**src/rtl/pipeline_control_pkg.sv**
```systemverilog
// Shared pipeline definitions: register/data widths, control FSM states,
// forward selects, PC selects and the register-match helper.
package riscv_definitions;

  typedef logic [4:0]  regAddr_t;
  typedef logic [31:0] dataBus_u;

  typedef enum logic [1:0] {
    BOOT      = 2'd0,
    RUN       = 2'd1,
    DMEM_WAIT = 2'd2,
    IMEM_WAIT = 2'd3
  } ctrlState_e;

  typedef enum logic [1:0] {
    FWD_NONE = 2'b00,
    FWD_MEM  = 2'b01,
    FWD_WB   = 2'b10
  } fwdSel_e;

  typedef enum logic {
    PC_SEQ  = 1'b0,
    PC_JUMP = 1'b1
  } pcSel_e;

  localparam dataBus_u STALL_CNT_MAX = 32'hFFFF_FFFF;

  // x0 is hardwired to zero, so a write to it never creates a dependency.
  function automatic logic reg_match(input logic used, input regAddr_t src,
                                     input regAddr_t dst, input logic wr);
    return used && (src != 5'd0) && (src == dst) && wr;
  endfunction

endpackage

```
**src/rtl/pipeline_control_if.sv**
```systemverilog
// Bundle between the pipeline datapath and its sequencer; the forward selects
// exist only when FORWARDING_EN is defined.
interface pipeline_control_if;
  import riscv_definitions::*;

  regAddr_t rs1_addr_id;
  regAddr_t rs2_addr_id;
  logic     rs1_used_id;
  logic     rs2_used_id;
  logic     jump_src_id;
  logic     branch_taken;
  regAddr_t rd0_addr_ex;
  logic     rd0_wr_en_ex;
  logic     data_rd_en_ex;
  regAddr_t rd0_addr_mem;
  logic     rd0_wr_en_mem;
  logic     data_rd_en_mem;
  logic     data_wr_en_mem;
  regAddr_t rd0_addr_wb;
  logic     rd0_wr_en_wb;
  logic     imem_ready;
  logic     dmem_ready;

  logic     if_clk_en;
  logic     id_clk_en;
  logic     ex_clk_en;
  logic     mem_clk_en;
  logic     wb_clk_en;
  logic     if_flush;
  logic     id_flush;
  logic     wb_flush;
  pcSel_e   pc_sel;
`ifdef FORWARDING_EN
  fwdSel_e  fwd_a_ex;
  fwdSel_e  fwd_b_ex;
`endif
  dataBus_u stall_cnt;

  modport master (
    output rs1_addr_id, rs2_addr_id, rs1_used_id, rs2_used_id, jump_src_id,
           branch_taken, rd0_addr_ex, rd0_wr_en_ex, data_rd_en_ex,
           rd0_addr_mem, rd0_wr_en_mem, data_rd_en_mem, data_wr_en_mem,
           rd0_addr_wb, rd0_wr_en_wb, imem_ready, dmem_ready,
`ifdef FORWARDING_EN
    input  fwd_a_ex, fwd_b_ex,
`endif
    input  if_clk_en, id_clk_en, ex_clk_en, mem_clk_en, wb_clk_en,
           if_flush, id_flush, wb_flush, pc_sel, stall_cnt
  );

  modport slave (
    input  rs1_addr_id, rs2_addr_id, rs1_used_id, rs2_used_id, jump_src_id,
           branch_taken, rd0_addr_ex, rd0_wr_en_ex, data_rd_en_ex,
           rd0_addr_mem, rd0_wr_en_mem, data_rd_en_mem, data_wr_en_mem,
           rd0_addr_wb, rd0_wr_en_wb, imem_ready, dmem_ready,
`ifdef FORWARDING_EN
    output fwd_a_ex, fwd_b_ex,
`endif
    output if_clk_en, id_clk_en, ex_clk_en, mem_clk_en, wb_clk_en,
           if_flush, id_flush, wb_flush, pc_sel, stall_cnt
  );

endinterface

```
**src/rtl/pipeline_control_hazard_detect.sv**
```systemverilog
// Combinational register comparators: stall decision for the ID instruction and,
// with FORWARDING_EN, EX operand forward selects.
module hazard_detect
  import riscv_definitions::*;
(
  input  regAddr_t rs1_addr_id,
  input  regAddr_t rs2_addr_id,
  input  logic     rs1_used_id,
  input  logic     rs2_used_id,
`ifdef FORWARDING_EN
  input  logic     jump_src_id,
  input  regAddr_t rs1_addr_ex,
  input  regAddr_t rs2_addr_ex,
`endif
  input  regAddr_t rd0_addr_ex,
  input  logic     rd0_wr_en_ex,
  input  logic     data_rd_en_ex,
  input  regAddr_t rd0_addr_mem,
  input  logic     rd0_wr_en_mem,
  input  regAddr_t rd0_addr_wb,
  input  logic     rd0_wr_en_wb,
`ifdef FORWARDING_EN
  output fwdSel_e  fwd_a,
  output fwdSel_e  fwd_b,
`endif
  output logic     stall
);

  logic ex_wr;
  logic ex_hit;
  logic mem_hit;

  assign ex_wr   = rd0_wr_en_ex | data_rd_en_ex;
  assign ex_hit  = reg_match(rs1_used_id, rs1_addr_id, rd0_addr_ex, ex_wr) |
                   reg_match(rs2_used_id, rs2_addr_id, rd0_addr_ex, ex_wr);
  assign mem_hit = reg_match(rs1_used_id, rs1_addr_id, rd0_addr_mem, rd0_wr_en_mem) |
                   reg_match(rs2_used_id, rs2_addr_id, rd0_addr_mem, rd0_wr_en_mem);

`ifdef FORWARDING_EN
  // Jumps resolve in ID, so they cannot consume values forwarded into EX.
  assign stall = (data_rd_en_ex & ex_hit) | (jump_src_id & (ex_hit | mem_hit));

  always_comb begin
    fwd_a = FWD_NONE;
    if (reg_match(1'b1, rs1_addr_ex, rd0_addr_mem, rd0_wr_en_mem))
      fwd_a = FWD_MEM;
    else if (reg_match(1'b1, rs1_addr_ex, rd0_addr_wb, rd0_wr_en_wb))
      fwd_a = FWD_WB;
  end

  always_comb begin
    fwd_b = FWD_NONE;
    if (reg_match(1'b1, rs2_addr_ex, rd0_addr_mem, rd0_wr_en_mem))
      fwd_b = FWD_MEM;
    else if (reg_match(1'b1, rs2_addr_ex, rd0_addr_wb, rd0_wr_en_wb))
      fwd_b = FWD_WB;
  end
`else
  logic wb_hit;

  // The register file is not write-through, so a WB writer still blocks ID.
  assign wb_hit = reg_match(rs1_used_id, rs1_addr_id, rd0_addr_wb, rd0_wr_en_wb) |
                  reg_match(rs2_used_id, rs2_addr_id, rd0_addr_wb, rd0_wr_en_wb);
  assign stall  = ex_hit | mem_hit | wb_hit;
`endif

endmodule

```
**src/rtl/pipeline_control.sv**
```systemverilog
// Five-stage pipeline sequencer: stage enables, flushes, PC select and stall counter.
// FORWARDING_EN enables EX operand forwarding and the reduced hazard stall rules.
module pipeline_control
  import riscv_definitions::*;
(
  input  logic               clk,
  input  logic               rst_n,
  pipeline_control_if.slave  bus
);

  ctrlState_e state;
  ctrlState_e state_nxt;
  logic       hazard_stall;
  logic       dmem_block;
  logic       if_en;
  logic       id_en;
  logic       ex_en;
  logic       mem_en;
  logic       wb_en;
  logic       if_fl;
  logic       id_fl;
  logic       wb_fl;
  pcSel_e     pc_sel;
  dataBus_u   stall_cnt;

`ifdef FORWARDING_EN
  regAddr_t   rs1_addr_ex;
  regAddr_t   rs2_addr_ex;
  fwdSel_e    fwd_a;
  fwdSel_e    fwd_b;
`endif

  hazard_detect u_hazard (
    .rs1_addr_id   (bus.rs1_addr_id),
    .rs2_addr_id   (bus.rs2_addr_id),
    .rs1_used_id   (bus.rs1_used_id),
    .rs2_used_id   (bus.rs2_used_id),
`ifdef FORWARDING_EN
    .jump_src_id   (bus.jump_src_id),
    .rs1_addr_ex   (rs1_addr_ex),
    .rs2_addr_ex   (rs2_addr_ex),
`endif
    .rd0_addr_ex   (bus.rd0_addr_ex),
    .rd0_wr_en_ex  (bus.rd0_wr_en_ex),
    .data_rd_en_ex (bus.data_rd_en_ex),
    .rd0_addr_mem  (bus.rd0_addr_mem),
    .rd0_wr_en_mem (bus.rd0_wr_en_mem),
    .rd0_addr_wb   (bus.rd0_addr_wb),
    .rd0_wr_en_wb  (bus.rd0_wr_en_wb),
`ifdef FORWARDING_EN
    .fwd_a         (fwd_a),
    .fwd_b         (fwd_b),
`endif
    .stall         (hazard_stall)
  );

  assign dmem_block = (bus.data_rd_en_mem | bus.data_wr_en_mem) & ~bus.dmem_ready;

  always_ff @(posedge clk or negedge rst_n) begin
    if (!rst_n) state <= BOOT;
    else        state <= state_nxt;
  end

  always_comb begin
    state_nxt = state;
    if_en     = 1'b1;
    id_en     = 1'b1;
    ex_en     = 1'b1;
    mem_en    = 1'b1;
    wb_en     = 1'b1;
    if_fl     = 1'b0;
    id_fl     = 1'b0;
    wb_fl     = 1'b0;
    pc_sel    = PC_SEQ;
    case (state)
      BOOT: begin
        if_fl     = 1'b1;
        id_fl     = 1'b1;
        wb_fl     = 1'b1;
        state_nxt = RUN;
      end
      DMEM_WAIT: begin
        if (!bus.dmem_ready) begin
          if_en  = 1'b0;
          id_en  = 1'b0;
          ex_en  = 1'b0;
          mem_en = 1'b0;
          wb_fl  = 1'b1;
        end else begin
          state_nxt = RUN;
        end
      end
      default: begin
        // RUN and IMEM_WAIT share the priority chain; IMEM_WAIT only adds the hold.
        if (dmem_block) begin
          if_en     = 1'b0;
          id_en     = 1'b0;
          ex_en     = 1'b0;
          mem_en    = 1'b0;
          wb_fl     = 1'b1;
          state_nxt = DMEM_WAIT;
        end else if (state == IMEM_WAIT && !bus.imem_ready) begin
          if_en = 1'b0;
          if_fl = 1'b1;
        end else if (hazard_stall) begin
          if_en     = 1'b0;
          id_en     = 1'b0;
          id_fl     = 1'b1;
          state_nxt = RUN;
        end else if (bus.branch_taken) begin
          pc_sel    = PC_JUMP;
          if_fl     = 1'b1;
          state_nxt = RUN;
        end else if (!bus.imem_ready) begin
          if_en     = 1'b0;
          if_fl     = 1'b1;
          state_nxt = IMEM_WAIT;
        end else begin
          state_nxt = RUN;
        end
      end
    endcase
  end

  always_ff @(posedge clk or negedge rst_n) begin
    if (!rst_n)
      stall_cnt <= '0;
    else if (!if_en && stall_cnt != STALL_CNT_MAX)
      stall_cnt <= stall_cnt + 32'd1;
  end

`ifdef FORWARDING_EN
  // Source addresses follow the instruction into EX.
  always_ff @(posedge clk or negedge rst_n) begin
    if (!rst_n) begin
      rs1_addr_ex <= '0;
      rs2_addr_ex <= '0;
    end else if (ex_en) begin
      rs1_addr_ex <= bus.rs1_addr_id;
      rs2_addr_ex <= bus.rs2_addr_id;
    end
  end

  assign bus.fwd_a_ex = (state == BOOT) ? FWD_NONE : fwd_a;
  assign bus.fwd_b_ex = (state == BOOT) ? FWD_NONE : fwd_b;
`endif

  assign bus.if_clk_en  = if_en;
  assign bus.id_clk_en  = id_en;
  assign bus.ex_clk_en  = ex_en;
  assign bus.mem_clk_en = mem_en;
  assign bus.wb_clk_en  = wb_en;
  assign bus.if_flush   = if_fl;
  assign bus.id_flush   = id_fl;
  assign bus.wb_flush   = wb_fl;
  assign bus.pc_sel     = pc_sel;
  assign bus.stall_cnt  = stall_cnt;

endmodule

```
**src/flat_wrapper.sv**
```systemverilog
// flat-port wrapper written by rule: the top's interface ports become plain ports
module pipeline_control_flat import riscv_definitions::*;
  (clk, rst_n, bus_rs1_addr_id, bus_rs2_addr_id, bus_rs1_used_id, bus_rs2_used_id, bus_jump_src_id, bus_branch_taken, bus_rd0_addr_ex, bus_rd0_wr_en_ex, bus_data_rd_en_ex, bus_rd0_addr_mem, bus_rd0_wr_en_mem, bus_data_rd_en_mem, bus_data_wr_en_mem, bus_rd0_addr_wb, bus_rd0_wr_en_wb, bus_imem_ready, bus_dmem_ready, bus_if_clk_en, bus_id_clk_en, bus_ex_clk_en, bus_mem_clk_en, bus_wb_clk_en, bus_if_flush, bus_id_flush, bus_wb_flush, bus_pc_sel, bus_stall_cnt);
  pipeline_control_if bus_i ();
  input  logic clk;
  input  logic rst_n;
  input wire logic [$bits(bus_i.rs1_addr_id)-1:0] bus_rs1_addr_id;
  input wire logic [$bits(bus_i.rs2_addr_id)-1:0] bus_rs2_addr_id;
  input wire logic [$bits(bus_i.rs1_used_id)-1:0] bus_rs1_used_id;
  input wire logic [$bits(bus_i.rs2_used_id)-1:0] bus_rs2_used_id;
  input wire logic [$bits(bus_i.jump_src_id)-1:0] bus_jump_src_id;
  input wire logic [$bits(bus_i.branch_taken)-1:0] bus_branch_taken;
  input wire logic [$bits(bus_i.rd0_addr_ex)-1:0] bus_rd0_addr_ex;
  input wire logic [$bits(bus_i.rd0_wr_en_ex)-1:0] bus_rd0_wr_en_ex;
  input wire logic [$bits(bus_i.data_rd_en_ex)-1:0] bus_data_rd_en_ex;
  input wire logic [$bits(bus_i.rd0_addr_mem)-1:0] bus_rd0_addr_mem;
  input wire logic [$bits(bus_i.rd0_wr_en_mem)-1:0] bus_rd0_wr_en_mem;
  input wire logic [$bits(bus_i.data_rd_en_mem)-1:0] bus_data_rd_en_mem;
  input wire logic [$bits(bus_i.data_wr_en_mem)-1:0] bus_data_wr_en_mem;
  input wire logic [$bits(bus_i.rd0_addr_wb)-1:0] bus_rd0_addr_wb;
  input wire logic [$bits(bus_i.rd0_wr_en_wb)-1:0] bus_rd0_wr_en_wb;
  input wire logic [$bits(bus_i.imem_ready)-1:0] bus_imem_ready;
  input wire logic [$bits(bus_i.dmem_ready)-1:0] bus_dmem_ready;
  output wire logic [$bits(bus_i.if_clk_en)-1:0] bus_if_clk_en;
  output wire logic [$bits(bus_i.id_clk_en)-1:0] bus_id_clk_en;
  output wire logic [$bits(bus_i.ex_clk_en)-1:0] bus_ex_clk_en;
  output wire logic [$bits(bus_i.mem_clk_en)-1:0] bus_mem_clk_en;
  output wire logic [$bits(bus_i.wb_clk_en)-1:0] bus_wb_clk_en;
  output wire logic [$bits(bus_i.if_flush)-1:0] bus_if_flush;
  output wire logic [$bits(bus_i.id_flush)-1:0] bus_id_flush;
  output wire logic [$bits(bus_i.wb_flush)-1:0] bus_wb_flush;
  output wire logic [$bits(bus_i.pc_sel)-1:0] bus_pc_sel;
  output wire logic [$bits(bus_i.stall_cnt)-1:0] bus_stall_cnt;
  assign bus_i.rs1_addr_id = bus_rs1_addr_id;
  assign bus_i.rs2_addr_id = bus_rs2_addr_id;
  assign bus_i.rs1_used_id = bus_rs1_used_id;
  assign bus_i.rs2_used_id = bus_rs2_used_id;
  assign bus_i.jump_src_id = bus_jump_src_id;
  assign bus_i.branch_taken = bus_branch_taken;
  assign bus_i.rd0_addr_ex = bus_rd0_addr_ex;
  assign bus_i.rd0_wr_en_ex = bus_rd0_wr_en_ex;
  assign bus_i.data_rd_en_ex = bus_data_rd_en_ex;
  assign bus_i.rd0_addr_mem = bus_rd0_addr_mem;
  assign bus_i.rd0_wr_en_mem = bus_rd0_wr_en_mem;
  assign bus_i.data_rd_en_mem = bus_data_rd_en_mem;
  assign bus_i.data_wr_en_mem = bus_data_wr_en_mem;
  assign bus_i.rd0_addr_wb = bus_rd0_addr_wb;
  assign bus_i.rd0_wr_en_wb = bus_rd0_wr_en_wb;
  assign bus_i.imem_ready = bus_imem_ready;
  assign bus_i.dmem_ready = bus_dmem_ready;
  assign bus_if_clk_en = bus_i.if_clk_en;
  assign bus_id_clk_en = bus_i.id_clk_en;
  assign bus_ex_clk_en = bus_i.ex_clk_en;
  assign bus_mem_clk_en = bus_i.mem_clk_en;
  assign bus_wb_clk_en = bus_i.wb_clk_en;
  assign bus_if_flush = bus_i.if_flush;
  assign bus_id_flush = bus_i.id_flush;
  assign bus_wb_flush = bus_i.wb_flush;
  assign bus_pc_sel = bus_i.pc_sel;
  assign bus_stall_cnt = bus_i.stall_cnt;
  pipeline_control u_core (.clk(clk), .rst_n(rst_n), .bus(bus_i));
endmodule
```
**config.mk**
```make
export PLATFORM = sky130hd
export DESIGN_NAME = pipeline_control_flat
export DESIGN_NICKNAME = d
export VERILOG_FILES = /design/src/rtl/pipeline_control_pkg.sv /design/src/rtl/pipeline_control_if.sv /design/src/rtl/pipeline_control_hazard_detect.sv /design/src/rtl/pipeline_control.sv /design/src/flat_wrapper.sv
export SDC_FILE = /design/constraint.sdc
export NUM_CORES = 1
export LEC_CHECK = 0
export CAP_MARGIN = 20
export CORE_MARGIN = 8
export CORE_UTILIZATION = 49
export DETAILED_ROUTE_END_ITERATION = 6
export PLACE_DENSITY = 0.89
export SETUP_SLACK_MARGIN = 0.02
export SLEW_MARGIN = 20
export SYNTH_ARGS = -nofsm -noshare
export SYNTH_HDL_FRONTEND = slang
export SYNTH_SLANG_ARGS = --single-unit
```
**constraint.sdc**
```tcl
create_clock -name clk -period 4.65 [get_ports clk]
set_input_delay 0.465 -clock clk [delete_from_list [all_inputs] [get_ports clk]]
set_output_delay 0.465 -clock clk [all_outputs]
set_load 0.005 [all_outputs]
```
# Word-level counts from Yosys, hierarchy flattened

Cells that the tools add are included.

Flip-flop bits (word level): 34
Latch bits: 0
Memory bits (writable): 0
Bits in read-only memories: 0
Input bits: 39
Output and inout bits: 41
Memories: 0

Add/subtract/negate cells: 1
$mul: 0
Div/mod/pow operators: 0
Magnitude comparators: 0
Equality and inequality tests: 11
Shift-type cells: 0
Mux-type cells: 38
Bitwise gates (word level): 9
Reductions and logical operators: 23

Operator list:

| cell                    | number |
|---|---|
| $add A32 B1 Y32 const B | 1 |
| $ne A32 B32 Y1 const B  | 1 |
| $eq A5 B5 Y1            | 6 |
| $mux W1                 | 25 |
| $logic_and A1 B1 Y1     | 16 |
| $mux W2                 | 6 |
| $pmux W1 S2             | 6 |
| $reduce_bool A5 Y1      | 2 |
| $or A1 B1 Y1            | 7 |
| $eq A2 B2 Y1 const B    | 2 |
| $ne A4 B3 Y1 const B    | 1 |
| $pmux W2 S2             | 1 |
| $logic_not A1 Y1        | 2 |
| $logic_not A2 Y1        | 1 |
| $ne A2 B2 Y1 const B    | 1 |
| $reduce_and A2 Y1       | 1 |
| $reduce_or A2 Y1        | 1 |
| $and A1 B1 Y1           | 1 |
| $not A1 Y1              | 1 |

# Logic depth before layout (Yosys ltp)

Gate-level depths: netlist of the first run.

Depth after elaboration: 13
Gate-level depth with buffers: 9
Mapped depth without buffers: 8

# Hierarchy

A second synthesis of the first run with hierarchy kept.

Cell total of the unflattened synthesis: 232
Area, all modules: 2213.4 um^2

By module, submodules not included:

| module           | times used | cells an instance | area each (um^2) | sequential area each (um^2) |
|---|---|---|---|---|
| pipeline_control | 1          | 183               | 1838.0           | 850.8 |
| hazard_detect    | 1          | 49                | 375.4            | 0.0 |

# Least setup slack after synthesis of the first run

OpenSTA, ideal clock, no wires.

Path kind: in2out
Start point: input bus_rs1_addr_id[1]
End point: output bus_if_flush
Data arrival time: 1.706 ns
Path slack: 2.479 ns
Stages: 7
Cell sequence: xnor2_1 nand4_1 or3_1 a31o_2 nand2_1 a211oi_1 or2_1

Longest elaborated chain between the ends: 11
Elaborated cells between the ends (all ways): 20

Ends and longest elaborated chain:

| what                              | RTL line                                                                   | source |
|---|---|---|
| from (decl)                       | flat_wrapper.sv:7                                                          | `input wire logic [$bits(bus_i.rs1_addr_id)-1:0] bus_rs1_addr_id;` |
| $reduce_bool A5 Y1                | pipeline_control_pkg.sv:31                                                 | `return used && (src != 5'd0) && (src == dst) && wr;` |
| $logic_and A1 B1 Y1 (3 in series) | pipeline_control_pkg.sv:31                                                 |  |
| $or A1 B1 Y1 (on tied branches)   | pipeline_control_hazard_detect.sv:34, pipeline_control_hazard_detect.sv:36 |  |
| $or A1 B1 Y1                      | pipeline_control_hazard_detect.sv:64                                       | `assign stall = ex_hit \| mem_hit \| wb_hit;` |
| $or A1 B1 Y1 (*)                  | pipeline_control_hazard_detect.sv:64                                       |  |
| $mux W1 (*)                       | pipeline_control.sv:105                                                    | `end else if (hazard_stall) begin` |
| $mux W1 (*)                       | pipeline_control.sv:102                                                    | `end else if (state == IMEM_WAIT && !bus.imem_ready) begin` |
| $mux W1 (*)                       | pipeline_control.sv:95                                                     | `if (dmem_block) begin` |
| $pmux W1 S2 (*)                   | pipeline_control.sv:75                                                     | `case (state)` |
| to (decl)                         | flat_wrapper.sv:29                                                         | `output wire logic [$bits(bus_i.if_flush)-1:0] bus_if_flush;` |

Mark *: on every way between the ends. The rest lies on a longest branch, timed or not.

# Final worst setup path of the first run

Same ends and word-level chain as after synthesis.

==> results of run 1 <==
[synthesized netlist by cell type, types with 2 or more instances]
| cell | number |
|---|---|
| a21o_1 | 2 |
| or2_1 | 2 |
| nor4_4 | 2 |
| nor2b_1 | 2 |
| nand4_1 | 16 |
| or3_1 | 3 |
| xor2_1 | 22 |
| nand3_2 | 2 |
| buf_4 | 3 |
| and3_1 | 6 |
| inv_1 | 3 |
| nand4b_1 | 2 |
| dfrtp_1 | 34 |
| a31o_2 | 2 |
| buf_2 | 3 |
| o21ai_1 | 3 |
| nand2_1 | 19 |
| nand2b_1 | 2 |
| or4_1 | 2 |
| nor3_1 | 5 |
| xnor2_1 | 39 |
| nor4_1 | 6 |
| nor2_1 | 10 |
| nand3_1 | 20 |
| o22ai_1 | 2 |
| nor4b_4 | 3 |
[registers in the layout, summed over array words and instances (netlist names)]
signal and cells:
u_core.bus.stall_cnt 32, u_core.state 2
[per-layer routing]
metal,track usage (%),up-vias,share of wire [%]
met5,0,-,0
met4,4.867,0,1.3
met3,5.905,8,7.6
met2,29.60,81,51
met1,17.95,996,40
li1,-,977,-
[critical path: cells and delay by family]
| kind | cells | cell delay, ns |
|---|---|---|
| compound gates | 3 | 0.57 |
| buf+inv | 2 | 1.02 |
| simple gates | 3 | 0.85 |
[area by class of cell]
| cell class | count | area share (%) |
|---|---|---|
| multi-input cells | 187 | 43.09 |
| flip-flops and latches | 34 | 26.69 |
| repair buffers | 79 | 24.65 |
| clock buffers | 6 | 2.590 |
| well taps | 54 | 2.119 |
| inverters | 4 | 0.4710 |
| clock inverters | 2 | 0.3925 |
[stage by stage]
| step | worst slack [ns] | utilization [%] | cell area, µm² | power (µW) | std cells |
|---|---|---|---|---|---|
| 5_1_grt | 1.173 | 69.33 | 3188 | 1117 | 366 |
| 6_report | 1.275 | 69.33 | 3188 | 1059 | 366 |
| 3_3_place_gp | 1.335 | 67.27 | 3093 | 818.2 | 358 |
| 2_1_floorplan | 2.479 | - | 2285 | 609.3 | 233 |
| 4_1_cts | 1.261 | 69.33 | 3188 | 1067 | 366 |
| 3_5_place_dp | 1.278 | 67.27 | 3093 | 833.0 | 358 |
[cells by family (layout without fill, tap and decap cells)]
kind of cell / Yosys count / in the layout
xor+xnor: 61 / 61
mux: 1 / 1
flops: 34 / 34
compound gates: 13 / 13
fa+ha+maj: 1 / 1
other cells: 1 / 1
simple gates: 110 / 110
buf+inv: 12 / 91
[cells in the final DEF (no fill, tap or decap), types with 2 or more instances in the layout]
master,synthesis,layout
or4_1,2,2
xor2_1,22,22
nand4b_1,2,2
nor2b_1,2,2
nor4_4,2,2
nand2_1,19,19
or3_1,3,3
clkbuf_8,0,6
nand3_1,20,20
a31o_2,2,2
a21o_1,2,2
o21ai_1,3,3
buf_4,3,2
xnor2_1,39,39
nor4_1,6,6
or2_1,2,2
nor2_1,10,10
nand2b_1,2,2
nand4_1,16,16
and3_1,6,6
o22ai_1,2,2
clkdlybuf4s50_1,0,77
nor3_1,5,5
nor4b_4,3,3
nand3_2,2,2
dfrtp_1,34,34
inv_1,3,3
[power by group through the flow]
stage / registers [µW] / logic (µW) / clock network (µW)
finish: 392 / 436 / 231
global route: 399 / 469 / 249
global placement: 394 / 424 / 0
CTS: 392 / 438 / 237
detailed placement: 398 / 435 / 0
floorplan: 389 / 220 / 0
[worst max path at each step]
| stage | endpoint | slack [ns] | cells after the start |
|---|---|---|---|
| after global placement | bus_if_clk_en | 1.34 | 9 |
| after global routing | bus_if_clk_en | 1.17 | 9 |
| after floorplan | bus_if_flush | 2.48 | 7 |
| final | bus_if_flush | 1.28 | 8 |
| after detailed placement | bus_if_flush | 1.28 | 8 |
| after CTS | bus_if_flush | 1.26 | 8 |
==> results.yml, run 1 <==
run_status:
  status: "finished, final reports clean"
clock_network:
  ctsHoldBuffers: 0
  cts_tree: "yes"
  insertion_delay_ns: 0.29
  cts_root_buffer: "clkbuf_8"
  path_clk_slew_ns: 0.07
  cts_resized: 0
  cts_buffers: 5
  clk_path_buf_depth: 2
  postCtsSetupBuffers: 0
  cts.htree.levels: 2
  clock_sinks: 34
worst_setup_path:
  end_kind: "output pin"
  worstPathCellList: "clkdlybuf4s50_1 -> or4_1 -> o21ai_1 -> a31o_2 -> nand2_1 -> a211oi_1 -> or2_1 -> clkdlybuf4s50_1"
  startpoint: "bus_rs1_addr_id[1]"
  max_stage_delay_ns: 0.56
  cp.arrival_ns: 2.91
  reg2reg_depth: 6
  r2r-end: "u_core.bus.stall_cnt[1]"
  cp_slowest_cell: "or4_1"
  cp_max_fo: 4
  rrSetupSlack_ns: 2.37
  crit_required_ns: 4.18
  critPathKind: "input port to output pin"
  rr_startpoint: "u_core.bus.stall_cnt[4]"
  cpMostUsedCell: "clkdlybuf4s50_1"
  worstSetupStartpointType: "input port"
finish:
  regArea_um2: 850.8
  drive_gt1_share_pct: 8.333
  final_nets: 351
  area_growth_pct: 39.54
  multiInputGateArea_um2: 1374
  diodes: 0
  fillCellCount: 347
power:
  internal_power_uw: 687.3
  powerDensity_nw_per_um2: 332.2
  p_leak_uw: 0.001269
  vdd_ir_drop_max_uv: 148.8
  switching_share_pct: 35.10
  power.switching_uw: 371.8
  p_seq_share_pct: 37.0
  combinationalPowerShare_pct: 41.2
  pwr-share-clk_pct: 21.8
synthesis:
  synth_cell_types: 44
  ys_warn_count: 0
  synth_mux_area_share_pct: 0.4929
  synth-compound-area-share_pct: 3.834
  ys_ff_latch: 34
  synthesis.area_um2: 2285
  syn-num-nets: 273
  synth_top_area_share_pct: 37.24
  synth_flop_cell: "dfrtp_1"
  netlist_instances: 233
  synth_top_family_by_area: "simple AND/OR/NAND/NOR gates"
  async_flop_share_pct: 100.0
  yosys.area_share.simple_pct: 31.71
  synth.area.top_cells: "dfrtp_1, xnor2_1, xor2_1"
  avgSynthCellArea_um2: 9.806
  synth_edf_count: 0
  synth_area_leader_cell: "dfrtp_1"
  synthAdderAreaFrac_pct: 0.5476
  seq_area_frac_synth_pct: 37.24
  synthXorXnorAreaFrac_pct: 23.38
global_route:
  grt_overflow: 0
  grt_use_total_pct: 16.65
  grt_max_degree: 35
  antenna_found_initial: 0
  grt_pass1_vias: 2165
  grt_pass1_wl_um: 10040
timing:
  hold_viol: 0
  slew-limit-headroom_pct: 39.44
  whs_ns: 0.4950
  setup_viol: 0
  rsz0062_at_grt: "no"
  fin_tns_setup_ns: 0
  slew_violations: 0
  finalCritPeriodShare_pct: 72.58
  tightestPinTransition_ns: 0.9084
  fin_crit_ns: 3.375
  fmax_mhz: 296.3
  fin_skew_ns: 0.009060
route:
  route.detailed.wl_per_inst_um: 16.45
  ant_nets: 0
  drtPass1Iterations: 4
  drc: 0
  drt_iter0_markers: 153
  vias_per_cell: 5.634
  vias: 2062
  drt-total-wl_um: 6019
run:
  cap_violations: 0
placement:
  numPortBuffers: 77
  dpl.hpwl_um: 4682
  gp_congestion: 0.8342
floorplanning:
  initial_core_util_pct: 49.69
  io_pins: 80
  die_x_um: 84.29
  placementRows: 25
  die_h_um: 84.29
  fp.dieArea_um2: 7104
  core_area_um2: 4598
hold_path:
  min_from: "u_core.bus.stall_cnt[31]"
  min_to: "u_core.bus.stall_cnt[31]"
  min_path_type: "flop to flop"
  hold_depth: 1
Note: power is estimated with default switching activity, not from simulation.
==> run 2, diff against run 1 <==
- CORE_UTILIZATION: 49 -> 41
- PLACE_DENSITY: 0.89 -> 0.8
- clock period: 4.65 -> 3.1 ns (I/O delays scaled with it)
==> results.yml, run 2 (synthesis gave the netlist of run 1 again) <==
finish:
  final_cell_mix: "clkdlybuf4s50_1, xnor2_1, dfrtp_1"
  max_flop_register: "u_core.bus.stall_cnt"
  final_util_pct: 59.44
  multiInputGateArea_um2: 1380
  area_growth_pct: 41.51
  fillCellCount: 471
  regArea_um2: 850.8
  final_common_cell: "clkdlybuf4s50_1"
  final_nets: 355
  top_regs: "u_core.bus.stall_cnt x32, u_core.state x2"
  drive_gt1_share_pct: 8.889
  largest_reg_flops: 32
  diodes: 0
placement:
  gp_congestion: 0.7941
  dpl.hpwl_um: 4941
  numPortBuffers: 77
timing:
  fin_skew_ns: 0.007909
  finalCritPeriodShare_pct: 96.14
  slew_violations: 0
  fin_crit_ns: 2.980
  fmax_mhz: 335.5
  hold_viol: 0
  rsz0062_at_grt: "no"
  setup_viol: 0
  fin_tns_setup_ns: 0
clock_network:
  cts.htree.levels: 2
  cts_tree: "yes"
  cts_root_buffer: "clkbuf_8"
  ctsHoldBuffers: 0
  clk_path_buf_depth: 2
  clock_sinks: 34
  path_clk_slew_ns: 0.07
  cts_buffers: 5
  insertion_delay_ns: 0.29
power:
  vdd_ir_drop_max_uv: 241.6
  finalPower_uw: 1558
  p_leak_uw: 0.001297
  powerDensity_nw_per_um2: 482.0
floorplanning:
  fp.dieArea_um2: 8217
  placementRows: 27
  core_area_um2: 5439
  die_x_um: 90.65
  initial_core_util_pct: 42.01
  io_pins: 80
  die_h_um: 90.65
worst_setup_path:
  worstSetupStartpointType: "input port"
  worstPathCellList: "clkdlybuf4s50_1 -> xnor2_1 -> nand4_1 -> or3_1 -> a31o_2 -> nand2_1 -> a211oi_1 -> or2_1 -> clkdlybuf4s50_1"
  cp_max_fo: 4
  reg2reg_depth: 7
  cp_slowest_cell: "clkdlybuf4s50_1"
  r2r-end: "u_core.bus.stall_cnt[14]"
  rrSetupSlack_ns: 0.88
  cp.arrival_ns: 2.67
  crit_required_ns: 2.79
  rr_startpoint: "u_core.bus.stall_cnt[26]"
  critPathKind: "input port to output pin"
  cpMostUsedCell: "clkdlybuf4s50_1"
  end_kind: "output pin"
  max_stage_delay_ns: 0.57
hold_path:
  min_path_type: "input port to asynchronous set/reset pin"
global_route:
  grt_pass1_vias: 2197
  grt_overflow: 0
  grt_pass1_wl_um: 10210
  grt_max_degree: 35
  antenna_found_initial: 0
  grt_use_total_pct: 14.95
run:
  cap_violations: 0
route:
  vias_per_cell: 5.230
  drc: 0
  route.detailed.wl_per_inst_um: 15.62
  ant_nets: 0
  vias: 2024
  drtPass1Iterations: 4
  drt-total-wl_um: 6045
  drt_iter0_markers: 155
run_status:
  status: "finished, final reports clean"
-- run 2: changes by cell type in the layout (fill, tap and decap cells not counted) --
cell,delta
buf_4,+4
clkbuf_1,+2
clkdlybuf4s50_1,-2
dlymetal6s2s_1,+2
clkbuf_8,-1
clkinv_2,-1
clkinvlp_4,-1
nor4_1,-1
nor4_2,+1
-- run 2: layer usage --
layer  up-vias  track usage [%]  routed length, µm
met5         -                0                  0
met4         0            6.380                123
met2        55            26.67               3173
met1       969            15.23               2374
li1        991                -                  -
met3         9            5.569                372
-- run 2: worst max-delay path, delay by kind of cell --
kind,cells,cell delay [ns]
and+or+nand+nor,4,0.85
AOI/OAI and AO/OA,2,0.34
xor gates and xnor gates,1,0.15
buffers and inverters,2,1.02
-- run 2: final cells by class --
type	count	area share, %
clock buffers	7	2.361
inverters	4	0.4644
multi-input cells	187	42.69
repair buffers	83	25.39
well taps	72	2.786
flip-flops and latches	34	26.32
-- run 2: how the worst max path moves through the flow --
stage | from | to | slack (ns)
floorplan | u_core.bus.stall_cnt[4] | u_core.bus.stall_cnt[1] | 1.13
global placement | bus_rs1_addr_id[0] | bus_if_flush | 0.14
detailed placement | bus_rs1_addr_id[4] | bus_if_flush | 0.09
CTS | bus_rs1_addr_id[4] | bus_if_flush | 0.09
global route | bus_rs1_addr_id[4] | bus_if_flush | 0.03
finish | bus_rs1_addr_id[4] | bus_if_flush | 0.12
-- run 2: metrics by stage --
stage	hold WS, ns	setup slack, ns	instance area [µm²]	instances
final	0.4379	0.1198	3233	387
after global routing	0.4776	0.02837	3233	387
after CTS	0.4539	0.08915	3222	387
after detailed placement	0.4977	0.08917	3146	380
after global placement	0.4789	0.1430	3146	380
after floorplan	0.01441	1.128	2285	233
-- run 2: what timing repair did --
action,in CTS,in global routing
endpoints found under the setup margin,0,2
buffers inserted,0,0
resized for setup,0,3
-- run 2: power by group --
part | switching, µW | internal, µW | leakage [µW]
combinational | 306 | 363 | 0.000801
sequential | 84.2 | 504 | 0.000458
clock | 147 | 154 | 0.0000383
==> run 3, diff against run 2 <==
- PLACE_DENSITY: 0.8 -> 0.79
==> results.yml, run 3 (synthesis gave the netlist of run 1 again) <==
run_status:
  status: "finished, final reports clean"
power:
  pwr-share-clk_pct: 23.7
  finalPower_uw: 1653
  vdd_ir_drop_max_uv: 325.4
  switching_share_pct: 33.27
  powerDensity_nw_per_um2: 504.5
  power.switching_uw: 549.9
  combinationalPowerShare_pct: 40.7
  p_leak_uw: 0.001363
  internal_power_uw: 1103
  p_seq_share_pct: 35.6
timing:
  hold_viol: 0
  fin_crit_ns: 2.961
  slew_violations: 0
  setup_viol: 0
  rsz0062_at_grt: "no"
  timing.final.ws_setup_ns: 0.1393
  tightestPinTransition_ns: 0.5820
  slew-limit-headroom_pct: 61.20
  finalCritPeriodShare_pct: 95.50
  fin_tns_setup_ns: 0
  fin_skew_ns: 0.008940
  fmax_mhz: 337.8
route:
  wl_met3_um: 284
  ant_nets: 0
  drt-total-wl_um: 6205
  vias_per_cell: 5.357
  drt_iter0_markers: 88
  dr_wl_met2_um: 3225
  wl_met1_um: 2487
  vias: 2073
  top_layer: "met4"
  drc: 0
  route.detailed.wl_per_inst_um: 16.03
  drtPass1Iterations: 4
global_route:
  antenna_found_initial: 0
  grt_pass1_wl_um: 10520
  grt_max_degree: 35
  grt_pass1_vias: 2213
  grt_use_total_pct: 15.50
  grt_overflow: 0
clock_network:
  cts.htree.levels: 2
  cts_tree: "yes"
  path_clk_slew_ns: 0.07
  clock_sinks: 34
  cts_root_buffer: "clkbuf_8"
  postCtsSetupBuffers: 0
  insertion_delay_ns: 0.29
  ctsHoldBuffers: 0
  clk_path_buf_depth: 2
  cts_buffers: 5
finish:
  largest_reg_flops: 32
  multiInputGateArea_um2: 1386
  final_common_cell: "clkdlybuf4s50_1"
  diodes: 0
  drive_gt1_share_pct: 9.206
  final_cell_mix: "clkdlybuf4s50_1, xnor2_1, dfrtp_1"
  final_nets: 354
  area_growth_pct: 43.43
  max_flop_register: "u_core.bus.stall_cnt"
  fillCellCount: 454
  top_regs: "u_core.bus.stall_cnt x32, u_core.state x2"
  regArea_um2: 850.8
worst_setup_path:
  cp.arrival_ns: 2.65
  critPathTopFamily: "buffers and inverters"
  path_buf_inv: 2
  cp_max_fo: 4
  crit_required_ns: 2.79
  end_kind: "output pin"
  r2r-end: "u_core.bus.stall_cnt[14]"
  worstPathCellList: "clkdlybuf4s50_1 -> xnor2_1 -> nand4_1 -> or3_1 -> a31o_2 -> nand2_1 -> a211oi_1 -> or2_1 -> clkdlybuf4s50_1"
  cp_slowest_cell: "clkdlybuf4s50_1"
  rr_startpoint: "u_core.bus.stall_cnt[4]"
  worstSetupStartpointType: "input port"
  max_stage_delay_ns: 0.52
  cpMostUsedCell: "clkdlybuf4s50_1"
  rrSetupSlack_ns: 0.84
  critPathKind: "input port to output pin"
  reg2reg_depth: 7
run:
  cap_violations: 0
placement:
  numPortBuffers: 77
  gp_congestion: 0.8132
  dpl.hpwl_um: 5012
  preCtsSetupSlack_ns: 0.05343
floorplanning:
  core_area_um2: 5439
  io_pins: 80
  placementRows: 27
  initial_core_util_pct: 42.01
  die_x_um: 90.65
  fp.dieArea_um2: 8217
  die_h_um: 90.65
hold_path:
  min_path_type: "input port to asynchronous set/reset pin"
==> run 3: how the worst max path moves through the flow <==
stage                            start                       to  slack, ns  depth (start not counted)
6_report            bus_rs1_addr_id[1]             bus_if_flush       0.14                          9
5_1_grt             bus_rd0_addr_ex[4]             bus_if_flush       0.07                          9
4_1_cts             bus_rs1_addr_id[4]             bus_if_flush       0.05                          9
3_5_place_dp        bus_rs1_addr_id[4]             bus_if_flush       0.05                          9
3_3_place_gp        bus_rs2_addr_id[2]             bus_if_flush       0.10                          9
2_1_floorplan  u_core.bus.stall_cnt[4]  u_core.bus.stall_cnt[1]       1.13                          7
==> run 3: metal layers <==
metal  global-route usage [%]  vias up
met4                    7.351        0
met5                        0        -
met3                    4.406       17
met2                    27.41       54
li1                         -      990
met1                    16.53     1012
==> run 3: worst register-to-register path, delay by kind of cell, from the launching register on <==
family / cells / cell delay, ns
XOR/XNOR: 1 / 0.14
AND/OR/NAND/NOR: 6 / 1.61
flip-flops: 1 / 0.44
==> run 3: stage by stage <==
step                      std cells  utilization (%)  area, µm²  hold slack, ns
after global routing            387            60.25       3277          0.4720
final                           387            60.25       3277          0.4307
after detailed placement        379            57.69       3138          0.4915
after global placement          379            57.69       3138          0.4809
after CTS                       387            59.65       3244          0.4481
after floorplan                 233                -       2285         0.01441
==> run 3: layout make-up <==
| type | instances | share of cell area [%] |
|---|---|---|
| Timing Repair Buffer | 82 | 25.28 |
| Multi-Input combinational cell | 187 | 42.31 |
| Sequential cell | 34 | 25.96 |
| Clock buffer | 7 | 2.329 |
| Inverter | 4 | 0.4582 |
| Clock inverter | 1 | 0.9164 |
| Tap cell | 72 | 2.749 |
==> run 3: power by group through the flow <==
stage	logic, µW	registers [µW]	clock network [µW]
after global routing	739	600	418
after detailed placement	679	596	0
after floorplan	330	584	0
after global placement	666	591	0
final	673	588	392
after CTS	683	587	400
==> run 3: timing repair <==
item,CTS,global route
endpoints found under the hold margin,0,0
endpoints found under the setup margin,0,3
gates resized for setup,0,10
